<file path="src/rtl/ofs_plat_axi_mem_credit_gate.sv">
// Limits accepted-but-unretired AXI read/write bursts to a fixed credit budget,
// and tracks read burst lengths to retire bursts and flag response protocol errors.
module ofs_plat_axi_mem_credit_gate #(
    parameter  int BURST_CNT_WIDTH    = 8,
    parameter  int MAX_RD_OUTSTANDING = 16,
    parameter  int MAX_WR_OUTSTANDING = 16,
    localparam int RD_CNT_W           = $clog2(MAX_RD_OUTSTANDING + 1),
    localparam int WR_CNT_W           = $clog2(MAX_WR_OUTSTANDING + 1)
) (
    input  logic                       clk,
    input  logic                       reset,

    input  logic                       src_arvalid,
    output logic                       src_arready,
    input  logic [BURST_CNT_WIDTH-1:0] ar_len,
    output logic                       sink_arvalid,
    input  logic                       sink_arready,

    input  logic                       src_awvalid,
    output logic                       src_awready,
    output logic                       sink_awvalid,
    input  logic                       sink_awready,

    input  logic                       rvalid,
    input  logic                       rready,
    input  logic                       rlast,
    input  logic                       bvalid,
    input  logic                       bready,

    output logic [RD_CNT_W-1:0]        rd_outstanding,
    output logic [WR_CNT_W-1:0]        wr_outstanding,
    output logic                       err_r_last,
    output logic                       err_r_unexpected,
    output logic                       err_b_unexpected,
    output logic                       idle
);

    localparam int PTR_W = (MAX_RD_OUTSTANDING > 1) ? $clog2(MAX_RD_OUTSTANDING) : 1;
    localparam logic [RD_CNT_W-1:0] RD_MAX  = RD_CNT_W'(MAX_RD_OUTSTANDING);
    localparam logic [WR_CNT_W-1:0] WR_MAX  = WR_CNT_W'(MAX_WR_OUTSTANDING);
    localparam logic [PTR_W-1:0]    PTR_TOP = PTR_W'(MAX_RD_OUTSTANDING - 1);

    logic [RD_CNT_W-1:0]        rd_cnt_q, rd_cnt_d;
    logic [WR_CNT_W-1:0]        wr_cnt_q, wr_cnt_d;
    logic [PTR_W-1:0]           push_ptr_q, push_ptr_d;
    logic [PTR_W-1:0]           pop_ptr_q, pop_ptr_d;
    logic [BURST_CNT_WIDTH-1:0] beat_q, beat_d;
    logic                       err_r_last_q, err_r_last_d;
    logic                       err_r_unexp_q, err_r_unexp_d;
    logic                       err_b_unexp_q, err_b_unexp_d;
    logic [BURST_CNT_WIDTH-1:0] len_mem [MAX_RD_OUTSTANDING];

    logic rd_ok, wr_ok, ar_accept, aw_accept;
    logic rd_empty, r_track, head_last, rd_retire;
    logic b_hs, wr_retire;

    function automatic logic [PTR_W-1:0] next_ptr(input logic [PTR_W-1:0] p);
        return (p == PTR_TOP) ? '0 : p + 1'b1;
    endfunction

    // Gating looks only at the registered counts, so a same-cycle retire frees no credit.
    assign rd_ok        = !reset && (rd_cnt_q < RD_MAX);
    assign wr_ok        = !reset && (wr_cnt_q < WR_MAX);
    assign sink_arvalid = src_arvalid & rd_ok;
    assign src_arready  = sink_arready & rd_ok;
    assign sink_awvalid = src_awvalid & wr_ok;
    assign src_awready  = sink_awready & wr_ok;
    assign ar_accept    = src_arvalid & src_arready;
    assign aw_accept    = src_awvalid & src_awready;

    // The FIFO occupancy is exactly the outstanding read count.
    assign rd_empty  = (rd_cnt_q == '0);
    assign r_track   = rvalid & rready & !rd_empty;
    assign head_last = (beat_q == len_mem[pop_ptr_q]);
    assign rd_retire = r_track & head_last;
    assign b_hs      = bvalid & bready;
    assign wr_retire = b_hs & (wr_cnt_q != '0);

    always_comb begin
        // NOTE: every next-state signal takes its hold value first so no path leaves it unassigned (no latches).
        rd_cnt_d      = rd_cnt_q;
        wr_cnt_d      = wr_cnt_q;
        push_ptr_d    = push_ptr_q;
        pop_ptr_d     = pop_ptr_q;
        beat_d        = beat_q;
        err_r_last_d  = err_r_last_q;
        err_r_unexp_d = err_r_unexp_q;
        err_b_unexp_d = err_b_unexp_q;

        if (ar_accept && !rd_retire)      rd_cnt_d = rd_cnt_q + 1'b1;
        else if (!ar_accept && rd_retire) rd_cnt_d = rd_cnt_q - 1'b1;
        if (aw_accept && !wr_retire)      wr_cnt_d = wr_cnt_q + 1'b1;
        else if (!aw_accept && wr_retire) wr_cnt_d = wr_cnt_q - 1'b1;

        if (ar_accept) push_ptr_d = next_ptr(push_ptr_q);
        if (rd_retire) pop_ptr_d  = next_ptr(pop_ptr_q);

        // A stray rlast only flags; the burst still retires on its final counted beat.
        if (r_track) begin
            beat_d = head_last ? '0 : beat_q + 1'b1;
            if (head_last != rlast) err_r_last_d = 1'b1;
        end
        if (rvalid && rready && rd_empty) err_r_unexp_d = 1'b1;
        if (b_hs && (wr_cnt_q == '0))     err_b_unexp_d = 1'b1;
    end

    // NOTE: registers update with non-blocking assignments so every flop samples pre-edge values.
    always_ff @(posedge clk) begin
        if (reset) begin
            rd_cnt_q      <= '0;
            wr_cnt_q      <= '0;
            push_ptr_q    <= '0;
            pop_ptr_q     <= '0;
            beat_q        <= '0;
            err_r_last_q  <= 1'b0;
            err_r_unexp_q <= 1'b0;
            err_b_unexp_q <= 1'b0;
        end else begin
            rd_cnt_q      <= rd_cnt_d;
            wr_cnt_q      <= wr_cnt_d;
            push_ptr_q    <= push_ptr_d;
            pop_ptr_q     <= pop_ptr_d;
            beat_q        <= beat_d;
            err_r_last_q  <= err_r_last_d;
            err_r_unexp_q <= err_r_unexp_d;
            err_b_unexp_q <= err_b_unexp_d;
        end
    end

    // NOTE: the length storage has no reset; entries are only read while the count says they are valid.
    always_ff @(posedge clk) begin
        if (ar_accept) len_mem[push_ptr_q] <= ar_len;
    end

    assign rd_outstanding   = rd_cnt_q;
    assign wr_outstanding   = wr_cnt_q;
    assign err_r_last       = err_r_last_q;
    assign err_r_unexpected = err_r_unexp_q;
    assign err_b_unexpected = err_b_unexp_q;
    assign idle             = rd_empty && (wr_cnt_q == '0);

endmodule
</file>
<file path="config.mk">
export PLATFORM = sky130hd
export DESIGN_NAME = ofs_plat_axi_mem_credit_gate
export DESIGN_NICKNAME = d
export VERILOG_FILES = /design/src/rtl/ofs_plat_axi_mem_credit_gate.sv
export SDC_FILE = /design/constraint.sdc
export NUM_CORES = 1
export LEC_CHECK = 0
export ABC_AREA = 1
export CORE_UTILIZATION = 55
export CTS_BUF_LIST = sky130_fd_sc_hd__clkbuf_8
export DETAILED_ROUTE_END_ITERATION = 16
export PLACE_DENSITY = 0.71
export SLEW_MARGIN = 0
export SYNTH_ARGS = -nofsm -noshare
export SYNTH_HDL_FRONTEND = slang
export SYNTH_SLANG_ARGS = --single-unit
</file>
<file path="constraint.sdc">
create_clock -name clk -period 7.53 [get_ports clk]
set_input_delay 1.1295 -clock clk [delete_from_list [all_inputs] [get_ports clk]]
set_output_delay 1.1295 -clock clk [all_outputs]
set_load 0.05 [all_outputs]
</file>
==> impl_metrics.py, run 1 <==
metrics = {
    "die": {
        "dieArea_mm2": 0.0137,
        "dieHeight_um": 117,
        "boundaryPins": 37,
        "fp.dieW_um": 117,
        "initial_core_util_pct": 57.0,
        "core_mm2": 0.0128,
        "core.rowCount": 41,
    },
    "cells_and_area": {
        "multi_input_area_mm2": 0.00227,
        "num-fill-cells": 1016,
        "regArea_mm2": 0.00451,
        "diodes": 0,
        "finalNetCount": 816,
        "synthToLayoutAreaGrowth_pct": 12.2,
        "drive_gt1_share_pct": 4.91,
    },
    "yosys": {
        "synthDistinctLibCells": 38,
        "synth.top_cell.area_share_pct": 52.8,
        "yosys.area.top_type": "edfxtp_1",
        "postSynth.asyncResetShare_pct": 0,
        "ys_seq_area_share_pct": 61.9,
        "netlist_area_mm2": 0.00728,
        "synthTopCellsByCount": "222 x nand2_1, 128 x edfxtp_1, 88 x inv_1",
        "syn_inst": 750,
        "synth_edf_count": 128,
        "synth.area.top_cells": "edfxtp_1 53%, nand2_1 11%, dfxtp_1 9.1%",
        "syn_nets": 785,
        "ys_warn_count": 0,
        "synth_area_per_cell_um2": 9.70,
        "ys_seq_elements": 161,
        "synthFlopType": "edfxtp_1",
        "synth_most_common_cell": "nand2_1",
    },
    "clock_network": {
        "clk_latency_ns": 0.46,
        "cts_buffer_depth": 2,
        "ctsRootBufferMaster": "clkbuf_8",
        "hold_buffers": 0,
        "cts_tree": "built",
        "cts_resized": 0,
        "clock_sink_count": 161,
        "numCtsBuffers": 17,
        "htree_levels": 4,
        "clkTransAtPathRegs_ns": 0.09,
        "postCtsSetupBuffers": 0,
    },
    "drt": {
        "first_iter_violations": 361,
        "avgRoutedWirePerCell_um": 16.2,
        "dr.pass1.iters": 5,
        "avgViaCountPerCell": 5.31,
        "remaining_drc_errors": 0,
        "antenna_violating_nets_post_route": 0,
        "drt-total-wl_um": 15700,
        "via_count": 5127,
    },
    "timing": {
        "finalCriticalPeriod_ns": 4.40,
        "slew-limit-headroom_pct": 43.3,
        "finalHoldViolCount": 0,
        "worst_pin_slew_ns": 0.848,
        "setup_tns_ns": 0,
        "max_freq_mhz": 228,
        "finalCritPeriodShare_pct": 58.4,
        "finClkSkew_ns": 0.00961,
        "rsz0062_at_grt": "no",
        "slew_violations": 0,
        "setup_viol": 0,
    },
    "setup_path": {
        "cp_max_fo": 23,
        "worstSetupStartpointType": "input pin",
        "path_class": "input pin to output pin",
        "end_kind": "output pin",
        "worstPathRequired_ns": 6.40,
        "arrival_ns": 3.27,
    },
    "global_routing": {
        "overflow": 0,
        "antenna_found_initial": 0,
        "grt_max_degree": 58,
        "grt_pass1_wl_um": 24800,
        "grt_usage_pct": 25.2,
        "grt_pass1_vias": 4877,
    },
    "power_and_ir_drop": {
        "peakVddDrop_mv": 0.176,
        "combPwrFrac_pct": 10.5,
        "switchingPower_mw": 0.458,
        "swShare_pct": 24.2,
        "power_mw": 1.89,
        "p_leak_nw": 3.29,
        "p_int_mw": 1.44,
        "p_per_area_mw_per_mm2": 232,
        "seq_power_share_pct": 52.0,
        "pwr-share-clk_pct": 37.5,
    },
    "worst_hold_path": {
        "hold_class": "register to register",
    },
    "run": {
        "cap_violations": 0,
    },
    "place": {
        "io_buffers": 36,
        "gp_congestion": 0.806,
        "post-dp-hpwl_um": 10200,
    },
    "run_status": {
        "status": "finished clean",
    },
}
[power groups by stage]
stage                     Combinational, mW  Clock, mW  Sequential (mW)
after floorplan                      0.0972          0             1.04
after global placement                0.195          0             1.01
after detailed placement              0.200          0             1.01
after CTS                             0.200      0.717            0.986
after global routing                  0.218      0.750            0.988
final                                 0.199      0.710            0.985
[cells by family after synthesis]
| group | after synthesis | share of synthesized area [%] |
|---|---|---|
| compound gates | 55 | 4.26 |
| buf+inv | 118 | 6.86 |
| fa+ha+maj | 16 | 2.96 |
| xor+xnor | 14 | 1.69 |
| flops | 161 | 61.9 |
| simple gates | 386 | 22.3 |
[worst max-delay path, stage by stage]
cell and delay (ns):
clkdlybuf4s50_1 0.84, nor3b_1 0.42, clkdlybuf4s50_1 0.87
[sequential cells by signal (all words and copies together) (netlist names), named ones only]
register	count
rd_outstanding	5
pop_ptr_q	4
wr_outstanding	5
push_ptr_q	4
err_r_unexpected	1
len_mem	128
err_r_last	1
beat_q	8
err_b_unexpected	1
[metal layers]
layer	up-vias	track usage (%)	routed length [um]
met2	138	40.7	7560
met4	0	12.3	473
met5	-	0	0
met1	2426	32.0	6700
met3	34	6.08	926
li1	2529	-	-
[layout by cell type, fill, tap and decap left out, types with 4 or more instances in the layout]
cell             instances
o211ai_1                 6
bufinv_16                5
inv_1                   90
dfxtp_1                 32
nand2_1                222
nand3_1                 87
nor2_1                  57
a211oi_1                 4
o21ai_1                  8
clkdlybuf4s50_1         36
xor2_1                  12
nor3_1                   4
edfxtp_1               128
a21oi_1                 19
clkbuf_8                17
ha_1                    14
o21ai_0                 13
[per-stage QoR]
step	area (um^2)	utilization, %	cells	setup slack [ns]	hold WS, ns
floorplan	7280	-	750	3.22	0.477
global placement	7720	60.4	934	3.16	0.439
detailed placement	7720	60.4	934	3.11	0.443
CTS	8170	63.9	966	3.12	0.456
global route	8170	63.9	966	2.94	0.475
finish	8170	63.9	966	3.13	0.455
[final cells by class]
| cell class | count | area share (%) |
|---|---|---|
| clock buffer | 17 | 2.86 |
| timing repair buffer | 38 | 4.60 |
| multi-input combinational | 471 | 27.8 |
| sequential | 161 | 55.2 |
| inverter | 92 | 4.27 |
| tap | 172 | 2.63 |
| clock inverter | 15 | 2.63 |
[path summary, 6_finish.rpt]
| check | startpoint | to | slack [ns] | cells past startpoint |
|---|---|---|---|---|
| max | reset | sink_arvalid | 3.13 | 3 |
| min | err_r_last | err_r_last | 0.45 | 2 |
| max reg2reg | register | rd_outstanding[4] | 3.63 | 20 |
| min reg2reg | err_r_last | err_r_last | 0.45 | 2 |
Power figures use the tool's default switching activity.
==> run 2: changes to the inputs <==
- PLACE_DENSITY: 0.71 -> 0.74
- clock period: 7.53 -> 3.7 ns (I/O delays scaled with it)
==> run 2 against run 1 <==
Final cell count increased by 0.83%. Wire length increased by 4.4%. Core utilization increased by 0.48 points. Via count increased by 3.1%. Largest power group unchanged.
==> impl_metrics.py, run 2 (synthesis gave the netlist of run 1 again) <==
metrics = {
    "drt": {
        "avgRoutedWirePerCell_um": 16.8,
        "avgViaCountPerCell": 5.43,
        "first_iter_violations": 518,
        "via_count": 5286,
        "drt-total-wl_um": 16400,
        "remaining_drc_errors": 0,
        "dr.pass1.iters": 6,
        "antenna_violating_nets_post_route": 0,
    },
    "timing": {
        "finalHoldViolCount": 0,
        "worst_pin_slew_ns": 0.851,
        "max_freq_mhz": 295,
        "postLayoutSetupSlackWorst_ns": 0.315,
        "setup_tns_ns": 0,
        "rsz0062_at_grt": "no",
        "finalCriticalPeriod_ns": 3.39,
        "finalCritPeriodShare_pct": 91.5,
        "worst_hold_slack_ns": 0.461,
        "finClkSkew_ns": 0.00965,
        "setup_viol": 0,
        "slew_violations": 0,
        "slew-limit-headroom_pct": 43.1,
    },
    "die": {
        "fp.dieW_um": 117,
        "core.rowCount": 41,
        "initial_core_util_pct": 57.0,
        "dieHeight_um": 117,
        "boundaryPins": 37,
        "dieArea_mm2": 0.0137,
        "core_mm2": 0.0128,
    },
    "setup_path": {
        "crit_buf_inv": 3,
        "path_class": "register to register",
        "ff2ff_path_depth": 21,
        "arrival_ns": 3.74,
        "crit_family": "simple AND/OR/NAND/NOR gates",
        "crit_chain": "inv_4, nand2_1, nand2_1, nand2_1, nand3_1, nand3_1, nand2_1, nand2_1, nand2_1, nand2_1, nor2_2, nand3_4, ha_1, inv_1, ha_1, nand2_1, nor2_1, a211oi_1, xnor2_1, o21ai_0, inv_1",
        "crit_path_max_incr_delay_ns": 0.46,
        "r2r-end": "rd_outstanding[3]",
        "worstPathRequired_ns": 4.05,
        "end_kind": "register",
        "r2r_setup_slack_ns": 0.31,
        "cp_max_fo": 57,
        "crit_top_cell": "nand2_1",
        "cp_slowest_cell": "inv_4",
        "worstSetupStartpointType": "register",
    },
    "global_routing": {
        "grt_max_degree": 62,
        "grt_usage_pct": 26.3,
        "grt_pass1_wl_um": 25800,
        "antenna_found_initial": 0,
        "grt_pass1_vias": 5038,
        "overflow": 0,
    },
    "power_and_ir_drop": {
        "p_int_mw": 2.84,
        "pwr-share-clk_pct": 35.5,
        "peakVddDrop_mv": 0.372,
        "power_mw": 3.76,
        "combPwrFrac_pct": 11.2,
        "switchingPower_mw": 0.916,
        "seq_power_share_pct": 53.3,
        "p_per_area_mw_per_mm2": 457,
        "p_leak_nw": 3.33,
        "swShare_pct": 24.4,
    },
    "clock_network": {
        "cts_resized": 0,
        "clock_sink_count": 161,
        "hold_buffers": 0,
        "numCtsBuffers": 17,
        "clk_latency_ns": 0.46,
        "cts_tree": "built",
        "ctsRootBufferMaster": "clkbuf_8",
        "postCtsSetupBuffers": 0,
        "clkTransAtPathRegs_ns": 0.08,
        "htree_levels": 4,
        "cts_buffer_depth": 2,
    },
    "worst_hold_path": {
        "min_from": "err_r_last",
        "hold_class": "register to register",
        "whs_path_depth": 2,
        "min_to": "err_r_last",
    },
    "cells_and_area": {
        "postLayoutCoreUtil_pct": 64.4,
        "synthToLayoutAreaGrowth_pct": 13.1,
        "diodes": 0,
        "finalNetCount": 826,
        "stdcell_area_mm2": 0.00823,
        "drive_gt1_share_pct": 6.23,
        "top_register": "len_mem",
        "largest_register_ffs": 128,
        "multi_input_area_mm2": 0.00228,
        "top_regs": "len_mem: 128 flops, beat_q: 8 flops",
        "final_cell_mix": "222 x nand2_1, 128 x edfxtp_1, 89 x inv_1",
        "num-fill-cells": 1009,
        "regArea_mm2": 0.00451,
        "stdcell_count": 974,
        "layout_commonest_cell": "nand2_1",
    },
    "place": {
        "io_buffers": 36,
        "preCtsSetupSlack_ns": 0.339,
        "dpl_cell_area_mm2": 0.00782,
        "post-dp-hpwl_um": 10800,
        "dp_cells": 944,
        "gp_congestion": 0.908,
    },
    "run_status": {
        "status": "finished clean",
    },
    "run": {
        "cap_violations": 0,
    },
}
[run 2: cell count changes in the layout (fill, tap and decap cells not counted), moves of 2 or more]
cell | previous run | this run
clkinv_2 | 2 | 5
buf_4 | 2 | 10
buf_12 | 0 | 2
inv_6 | 2 | 0
[run 2: layer usage]
metal / part of all wire (%) / vias to the layer above / global-route usage, % / wire [um]
met1: 41 / 2537 / 33.1 / 6710
li1: - / 2548 / - / -
met5: 0 / - / 0 / 0
met2: 50 / 164 / 43.1 / 8160
met4: 3.1 / 0 / 14.0 / 510
met3: 6.0 / 37 / 5.30 / 979
[run 2: power groups by stage]
| stage | Sequential [mW] | Combinational, mW | Clock [mW] |
|---|---|---|---|
| detailed placement | 2.05 | 0.416 | 0 |
| global route | 2.01 | 0.455 | 1.42 |
| global placement | 2.04 | 0.401 | 0 |
| finish | 2.00 | 0.421 | 1.33 |
| floorplan | 2.11 | 0.198 | 0 |
| CTS | 2.01 | 0.422 | 1.35 |
[run 2: layout make-up]
type / count / share of cell area, %
repair buffers: 48 / 5.78
multi-input cells: 471 / 27.7
clock buffers: 17 / 2.84
clock inverters: 13 / 2.08
well taps: 172 / 2.62
flip-flops and latches: 161 / 54.8
inverters: 92 / 4.24
[run 2: tightest hold or removal path: stages (launching register included)]
cell and delay (ns):
dfxtp_1 0.31, inv_1 0.05, a21oi_1 0.05
[run 2: worst max path at each step]
stage,cells after the start,from,to,slack [ns]
after global routing,21,register,rd_outstanding[3],0.008
after floorplan,11,rd_outstanding[4],rd_outstanding[4],0.54
final,21,register,rd_outstanding[3],0.31
after global placement,21,register,rd_outstanding[3],0.45
after detailed placement,21,register,rd_outstanding[3],0.34
after CTS,21,register,rd_outstanding[3],0.33
